**config.mk**
```make
export PLATFORM = sky130hd
export DESIGN_NAME = rr_slice_scheduler
export DESIGN_NICKNAME = d
export VERILOG_FILES = /design/src/rtl/rr_slice_scheduler.sv
export SDC_FILE = /design/constraint.sdc
export NUM_CORES = 1
export LEC_CHECK = 0
export ABC_CLOCK_PERIOD_IN_PS = 3600
export CAP_MARGIN = 20
export CORE_AREA = 8 8 118 120
export DETAILED_ROUTE_END_ITERATION = 12
export DIE_AREA = 0 0 126 128
export MAX_ROUTING_LAYER = met4
export PLACE_DENSITY_LB_ADDON = 0.25
export SETUP_SLACK_MARGIN = 0.15
export SLEW_MARGIN = 30
export SYNTH_ARGS = -nofsm -noshare
export SYNTH_HDL_FRONTEND = slang
export SYNTH_SLANG_ARGS = --single-unit
export TNS_END_PERCENT = 5
```
**constraint.sdc**
```tcl
create_clock -name clk -period 3.6 [get_ports clk]
set_clock_uncertainty 0.15 [all_clocks]
set_input_delay 0.72 -clock clk [delete_from_list [all_inputs] [get_ports clk]]
set_output_delay 0.72 -clock clk [all_outputs]
set_load 0.01 [all_outputs]
```
**src/rtl/rr_slice_scheduler.sv**
```systemverilog
// Round-robin time-slice scheduler: per-process work counters, one shared resource granted
// for at most QUANTUM cycles per slice. Optional RR_STATS_EN adds a saturating switch_cnt.
module rr_slice_scheduler #(
    parameter int NUM_PROC = 5,
    parameter int QUANTUM  = 3,
    parameter int BURST_W  = 8
) (
    input  logic                        clk,
    input  logic                        rst_n,
    input  logic                        en,
    input  logic                        load_valid,
    input  logic [$clog2(NUM_PROC)-1:0] load_id,
    input  logic [BURST_W-1:0]          load_burst,
    output logic                        load_ready,
    output logic [NUM_PROC-1:0]         grant,
    output logic                        grant_valid,
    output logic                        slice_end,
    output logic [NUM_PROC-1:0]         done,
`ifdef RR_STATS_EN
    output logic [15:0]                 switch_cnt,
`endif
    output logic                        all_done
);

    localparam int ID_W = $clog2(NUM_PROC);
    localparam int QW   = $clog2(QUANTUM + 1);

    typedef enum logic [1:0] {IDLE, PICK, RUN} state_t;

    state_t                           state, state_next;
    logic [ID_W-1:0]                  cur, cur_next, ptr, ptr_next;
    logic [QW-1:0]                    qcnt, qcnt_next;
    logic [NUM_PROC-1:0][BURST_W-1:0] remaining;
    logic [NUM_PROC-1:0]              active;
    logic [(2**ID_W)-1:0]             active_ext;
    logic                             load_fire, last_cycle, pick_found;
    logic [ID_W-1:0]                  pick_idx;
    logic [ID_W:0]                    cand;
    logic [BURST_W-1:0]               rem_cur;

    // Zero-padded copy so an out-of-range load_id indexes a defined bit.
    assign active_ext  = (2**ID_W)'(active);
    assign load_ready  = ({1'b0, load_id} < (ID_W+1)'(NUM_PROC)) && !active_ext[load_id];
    assign load_fire   = load_valid && load_ready;
    assign rem_cur     = remaining[cur];
    assign last_cycle  = (rem_cur <= BURST_W'(1)) || (qcnt == QW'(QUANTUM - 1));
    assign grant_valid = |grant;
    assign all_done    = &done;

    // First active index at or after ptr, wrapping; lowest offset wins.
    always_comb begin
        pick_found = 1'b0;
        pick_idx   = '0;
        cand       = '0;
        for (int i = NUM_PROC - 1; i >= 0; i--) begin
            cand = {1'b0, ptr} + (ID_W+1)'(i);
            if (cand >= (ID_W+1)'(NUM_PROC))
                cand = cand - (ID_W+1)'(NUM_PROC);
            if (active_ext[cand[ID_W-1:0]]) begin
                pick_found = 1'b1;
                pick_idx   = cand[ID_W-1:0];
            end
        end
    end

    always_comb begin
        state_next = state;
        cur_next   = cur;
        ptr_next   = ptr;
        qcnt_next  = qcnt;
        grant      = '0;
        slice_end  = 1'b0;
        case (state)
            IDLE: begin
                if (en && |active)
                    state_next = PICK;
            end
            PICK: begin
                if (en && pick_found) begin
                    cur_next   = pick_idx;
                    qcnt_next  = '0;
                    state_next = RUN;
                end else begin
                    state_next = IDLE;
                end
            end
            RUN: begin
                grant     = NUM_PROC'(1) << cur;
                qcnt_next = qcnt + QW'(1);
                if (last_cycle) begin
                    slice_end  = 1'b1;
                    qcnt_next  = '0;
                    ptr_next   = (cur == ID_W'(NUM_PROC - 1)) ? '0 : cur + ID_W'(1);
                    state_next = PICK;
                end
            end
            default: state_next = IDLE;
        endcase
    end

    always_ff @(posedge clk or negedge rst_n) begin
        if (!rst_n) begin
            state <= IDLE;
            cur   <= '0;
            ptr   <= '0;
            qcnt  <= '0;
        end else begin
            state <= state_next;
            cur   <= cur_next;
            ptr   <= ptr_next;
            qcnt  <= qcnt_next;
        end
    end

    // Per-process work counter; load and decrement never coincide since loads need !active.
    for (genvar p = 0; p < NUM_PROC; p++) begin : g_proc
        logic [BURST_W-1:0] rem_q;
        logic               act_q, done_q;
        logic               is_load, is_dec;

        assign is_load = load_fire && (load_id == ID_W'(p));
        assign is_dec  = (state == RUN) && (cur == ID_W'(p)) && (rem_q != '0);

        always_ff @(posedge clk or negedge rst_n) begin
            if (!rst_n) begin
                rem_q  <= '0;
                act_q  <= 1'b0;
                done_q <= 1'b0;
            end else if (is_load) begin
                rem_q  <= load_burst;
                act_q  <= |load_burst;
                done_q <= ~|load_burst;
            end else if (is_dec) begin
                rem_q <= rem_q - BURST_W'(1);
                if (rem_q == BURST_W'(1)) begin
                    act_q  <= 1'b0;
                    done_q <= 1'b1;
                end
            end
        end

        assign remaining[p] = rem_q;
        assign active[p]    = act_q;
        assign done[p]      = done_q;
    end

`ifdef RR_STATS_EN
    always_ff @(posedge clk or negedge rst_n) begin
        if (!rst_n)
            switch_cnt <= '0;
        else if (slice_end && switch_cnt != 16'hFFFF)
            switch_cnt <= switch_cnt + 16'd1;
    end
`endif

endmodule
```
==> summary.txt, run 1 <==
CTS Sinks: 60
Cells after Synth: 538
Met3 wire len: 337 um
Maximum clock rate: 298 MHz
M1 WL: 5470 um
PD cells: 857 nW/um^2
TritonCTS clock tree: built
Total power: 0.00473 W
Die height: 128 um
Tightest Pin Transition: 0.555 ns
Primary FF master, synth: dfrtp_1
RSZ-0062 raised after global routing: no
Req. time, crit path: 2.73 ns
Setup crit start kind: input pin
Top sig layer: met4
H-tree depth: 3
Leading cell type in the layout, fill and taps excluded: dfrtp_1
Worst slew margin: 62.5%
Dpl hpwl: 9110 um
Num CTS Buffers: 9
Worst path max stage delay: 0.49 ns
Slowest cell on crit path: clkdlybuf4s50_1
DR WL met2: 5930 um
Synth warn: 0
P_leak: 2.32 nW
R2R setup slack: 0.31 ns
Commonest non-fill, non-tap cells in the layout: dfrtp_1 (60), nor2_1 (56), a21oi_1 (47)
Synth Net Count: 583
Gr usage total: 15.9%
Largest net degree at the start of global routing: 26
Vias in the first global route: 4080
Final WL: 11900 um
Worst hold path class: in -> async
Worst skew pair latency: 0.33 ns
Setup_tns: 0 ns
Setup crit end kind: primary output
Area growth syn-to-layout: 18.0%
Antenna Nets Post-Route: 0
Async set or reset register ratio after synthesis: 100%
Root Driver: clkbuf_16
EDFF count, synth: 0
Fin. max-slew vios: 0
Clock share of power: 17.7%
FF+latch count, synth: 60
Mean post-synth cell area: 8.70 um^2
Vias per inst: 5.40
Worst-path cell chain: clkdlybuf4s50_1, mux2_2, a221oi_2, a21boi_2, or2_2, dlygate4sd2_1
Max Buffers Root-to-Sink: 2
Logic gate share of total power: 55.6%
Int Power: 0.00273 W
Post-route minimum period: 3.36 ns
Crit Reg-Reg Startpoint: ptr[1]$_DFFE_PN0P_
Fillers: 1186
Post-synth cell types: 82
Layout Nets: 624
ANT cells: 0
Hold_buf cts: 0
Max VDD drop: 0.352 mV
Antenna violations before repair: 0
Sequential power share: 26.7%
Sw Pwr: 0.00200 W
Status: complete, no violations
Critical path arrival: 2.49 ns
PortBufs: 28
Vias: 3960
Fin. Hold Viols: 0
Rows: 41
# setup viols final: 0
Bufs and invs on worst path: 2
Top-Level Pins: 29
Crit Path Max Fanout: 2
Ratio of cells with drive above 1 in the final layout: 14.4%
Reg2reg path depth: 8
Register area: 1500 um^2
Global-route wire length before repair: 20100 um
Seq/Total Area, Yosys: 32.1%
GPL Wtd Cong: 0.869
Grt ovf: 0
CP top delay family: buffers and inverters
Core area: 12200 um^2
Wire per inst: 16.2 um
Post-synthesis cell area: 4680 um^2
DRT Pass-1 Iters: 4
Initial Util: 38.3%
Die area: 16100 um^2
Kind of critical path: in -> out
# DRC: 0
RR Endpoint: cur[2]$_DFFE_PN0P_
Total of max-cap violations: 0
Initial DRC count: 180
Fin crit share: 93.3%
Clk slew on worst S/H paths: 0.05 ns
Die width: 126 um
Net Sw Frac: 42.3%
Multi-input logic area: 2940 um^2
==> kinds of logic (layout without fill, tap and decap cells) <==
logic type / after synthesis / count (layout) / share of synthesized area, %
DFF: 60 / 60 / 32.1
adders and majority gates: 30 / 30 / 8.18
AOI/OAI and AO/OA: 129 / 129 / 18.9
and+or+nand+nor: 205 / 205 / 22.7
buffers and inverters: 59 / 104 / 5.75
xor gates and xnor gates: 40 / 40 / 7.48
muxes: 15 / 15 / 4.87
==> power groups by stage <==
stage	clock network (W)	logic, W	registers, W
floorplan	0	0.00201	0.00116
global placement	0	0.00253	0.00125
detailed placement	0	0.00260	0.00127
CTS	0.000862	0.00262	0.00126
global route	0.000880	0.00292	0.00131
finish	0.000837	0.00263	0.00126
==> flip-flops by register name, indices dropped and copies added (netlist names) <==
register and count:
ptr 3, cur 3, g_proc.act_q 5, qcnt 2, state 2, g_proc.done_q 5, g_proc.rem_q 40
==> per-stage QoR <==
| step | utilization [%] | cell area (um^2) | hold WS (ns) | std cells | setup slack, ns |
|---|---|---|---|---|---|
| CTS | 45.1 | 5500 | 0.153 | 732 | 0.177 |
| global route | 45.3 | 5530 | 0.187 | 733 | 0.171 |
| finish | 45.3 | 5530 | 0.157 | 733 | 0.242 |
| global placement | 42.5 | 5190 | 0.356 | 716 | -0.0455 |
| detailed placement | 42.5 | 5190 | 0.349 | 716 | -0.104 |
| floorplan | - | 4680 | 0.274 | 538 | 0.200 |
==> synthesized netlist by cell type (6+ instances only) <==
cell type	instances	area share [%]
dfrtp_1	60	32
a21o_1	7	1.1
or4_1	8	1.3
nand2b_1	10	1.3
nor4_1	6	0.80
o21ai_0	20	2.1
nand2_1	44	3.5
inv_1	31	2.5
clkbuf_1	8	0.64
nor2b_1	7	0.94
xnor2_1	24	4.5
o21a_1	6	0.96
nand3_1	13	1.4
buf_2	10	1.1
nor3_1	18	1.9
mux2_2	7	1.7
a21oi_1	47	5.0
nor2_1	56	4.5
xor2_1	16	3.0
ha_1	29	7.8
==> routing by layer <==
layer | up-vias | track usage [%]
met5 | - | -
met4 | 0 | 6.23
met3 | 10 | 2.45
met2 | 64 | 26.3
met1 | 1907 | 19.1
li1 | 1979 | -
==> how the worst max path moves through the flow <==
stage                                         from                  to  slack [ns]  cells past startpoint
floorplan                       ptr[2]$_DFFE_PN0P_  cur[1]$_DFFE_PN0P_        0.20                     12
global placement                        load_id[0]          load_ready       -0.05                      6
detailed placement                      load_id[0]          load_ready       -0.10                      6
CTS                 g_proc[1].rem_q[3]$_DFFE_PN0P_           slice_end        0.18                      8
global route                    ptr[1]$_DFFE_PN0P_  cur[2]$_DFFE_PN0P_        0.17                      9
finish                                  load_id[0]          load_ready        0.24                      6
==> repair_timing <==
action                     in CTS  in global routing
resized for setup               5                  6
pin swaps                       1                  1
setup endpoints to repair       2                  1
hold endpoints to repair        0                  0
buffers inserted                1                  1
==> cell type report <==
type	count	share of cell area (%)
clock buffer	10	4.33
clock inverter	5	0.951
multi-input combinational	419	53.2
sequential	60	27.2
timing repair buffer	56	8.67
tap	150	3.40
inverter	33	2.24
==> worst reg2reg max path, stage by stage (launching register included) <==
cell and delay [ns]:
dfrtp_1 0.56, inv_1 0.14, ha_1 0.53, mux4_2 0.61
a31oi_4 0.21, nand2_2 0.09, nor4_4 0.38, a211oi_2 0.16
mux2_1 0.33
(Power assumes the default switching activity.)
==> run 2, diff against run 1 <==
- ABC_CLOCK_PERIOD_IN_PS: 3600 -> default
- CORE_AREA: 8 8 118 120 -> 8 8 134 86
- DIE_AREA: 0 0 126 128 -> 0 0 142 94
==> run 2 against run 1 <==
- combinational power increased by 5%
- highest routed layer unchanged
- fmax decreased by 1.0%
- wire length increased by 5.0%
- design area increased by 0.27%
- sequential share of layout area decreased by 0.074 points
==> summary.txt, run 2 (synthesis gave the netlist of run 1 again) <==
PD cells: 864 nW/um^2 (was 857 nW/um^2)
DRT Pass-1 Iters: 4 (unchanged)
Global-route wire length before repair: 20800 um (was 20100 um)
PortBufs: 28 (unchanged)
Crit Reg-Reg Startpoint: ptr[0]$_DFFE_PN0P_ (was ptr[1]$_DFFE_PN0P_)
Die height: 94 um (was 128 um)
Max FFs per register: 40 (unchanged)
Final WL: 12500 um (was 11900 um)
Post-route minimum period: 3.39 ns (was 3.36 ns)
Crit Path Max Fanout: 2 (unchanged)
Area of placed instances: 5250 um^2 (was 5190 um^2)
Status: complete, no violations (unchanged)
Gr usage total: 20.4% (was 15.9%)
Largest Register: g_proc.rem_q (unchanged)
Initial DRC count: 415 (was 180)
P_leak: 2.35 nW (was 2.32 nW)
Kind of critical path: in -> out (unchanged)
Fillers: 848 (was 1186)
Req. time, crit path: 2.73 ns (about the same)
Layout Nets: 632 (was 624)
# setup viols final: 0 (unchanged)
GPL Wtd Cong: 0.950 (was 0.869)
CP top delay family: buffers and inverters (unchanged)
Vias per inst: 5.65 (was 5.40)
Die area: 13300 um^2 (was 16100 um^2)
# DRC: 0 (unchanged)
Die width: 142 um (was 126 um)
Cell area after layout: 5540 um^2 (was 5530 um^2)
Root Driver: clkbuf_16 (unchanged)
Area growth syn-to-layout: 18.4% (was 18.0%)
Worst Setup SP: load_id[0] (unchanged)
Critical path arrival: 2.52 ns (was 2.49 ns)
Multi-input logic area: 2950 um^2 (was 2940 um^2)
RSZ-0062 raised after global routing: yes (was no)
Dpl hpwl: 9460 um (was 9110 um)
Largest net degree at the start of global routing: 26 (unchanged)
Clk slew on worst S/H paths: 0.05 ns (about the same)
Biggest regs: g_proc.rem_q: 40 flops, g_proc.act_q: 5 flops, g_proc.done_q: 5 flops (unchanged)
Worst slew margin: 65.0% (was 62.5%)
Fin. Hold Viols: 0 (unchanged)
Leading cell type in the layout, fill and taps excluded: dfrtp_1 (unchanged)
Wire per inst: 17.2 um (was 16.2 um)
Fin crit share: 94.2% (was 93.3%)
Setup crit end kind: primary output (unchanged)
R2R setup slack: 0.36 ns (was 0.31 ns)
Register area: 1500 um^2 (unchanged)
Bufs and invs on worst path: 2 (unchanged)
ANT cells: 0 (unchanged)
Max Buffers Root-to-Sink: 2 (unchanged)
TritonCTS clock tree: built (unchanged)
Ratio of cells with drive above 1 in the final layout: 15.1% (was 14.4%)
Core area: 9560 um^2 (was 12200 um^2)
H-tree depth: 3 (unchanged)
Initial Util: 48.9% (was 38.3%)
Antenna Nets Post-Route: 0 (unchanged)
Tightest Pin Transition: 0.523 ns (was 0.555 ns)
CTS Sinks: 60 (unchanged)
Worst hold path class: in -> async (unchanged)
Antenna violations before repair: 0 (unchanged)
Worst-path cell chain: clkdlybuf4s50_1, mux2_2, a221oi_2, a21boi_2, or2_2, dlygate4sd2_1 (unchanged)
Fin. max-slew vios: 0 (unchanged)
Post-CTS Setup Inserts: 0 (was 1)
Rows: 28 (was 41)
Commonest non-fill, non-tap cells in the layout: dfrtp_1 (60), nor2_1 (56), a21oi_1 (47) (unchanged)
Setup crit start kind: input pin (unchanged)
Worst path max stage delay: 0.52 ns (was 0.49 ns)
Max VDD drop: 0.363 mV (was 0.352 mV)
Top-Level Pins: 29 (unchanged)
Vias: 4095 (was 3960)
Maximum clock rate: 295 MHz (was 298 MHz)
Total power: 0.00479 W (was 0.00473 W)
Slowest cell on crit path: clkdlybuf4s50_1 (unchanged)
Worst skew pair latency: 0.33 ns (about the same)
Num CTS Buffers: 9 (unchanged)
Grt ovf: 0 (unchanged)
Total of max-cap violations: 0 (unchanged)
Vias in the first global route: 3960 (was 4080)
run 2: repair_timing:
action                     CTS  global route
gates resized for setup      5             5
setup endpoints to repair    2             5
hold buffers                 0             0
cloned                       0             0
hold endpoints to repair     0             0
run 2: area by class of cell:
cell class	instances	share of cell area (%)
clock buffer	11	4.38
timing repair buffer	64	9.80
multi-input combinational	419	53.2
sequential	60	27.1
clock inverter	3	0.271
inverter	33	2.24
tap	135	3.05
run 2: path summary, 6_finish.rpt:
| kind | to | depth (start not counted) |
|---|---|---|
| min reg2reg | state[0]$_DFFE_PN0P_ | 1 |
| max in group asynchronous | g_proc[4].rem_q[0]$_DFFE_PN0P_ | 2 |
| min | qcnt[0]$_DFFE_PN0P_ | 1 |
| min in group clk | state[0]$_DFFE_PN0P_ | 1 |
| max | load_ready | 6 |
| max reg2reg | cur[1]$_DFFE_PN0P_ | 9 |
run 2: report_power, final:
group	switching (W)	internal, W
registers	0.000341	0.000932
clock network	0.000288	0.000472
logic	0.00145	0.00131
run 2: stage by stage:
step,hold WS [ns],TNS [ns],worst slack (ns),utilization (%),instances
6_report,0.114,0,0.207,57.9,725
5_1_grt,0.123,0,0.116,57.9,725
4_1_cts,0.111,0,0.193,57.7,725
3_5_place_dp,0.354,-0.134,-0.134,54.9,711
3_3_place_gp,0.347,-0.0157,-0.0157,54.9,711
2_1_floorplan,0.274,0,0.200,-,538
run 2: layer usage:
layer / wire (um) / track usage, % / vias to the layer above
li1: - / - / 2003
met1: 6310 / 29.4 / 1954
met2: 5090 / 26.8 / 129
met3: 999 / 6.29 / 9
met4: 80 / 4.53 / 0
met5: 0 / - / -
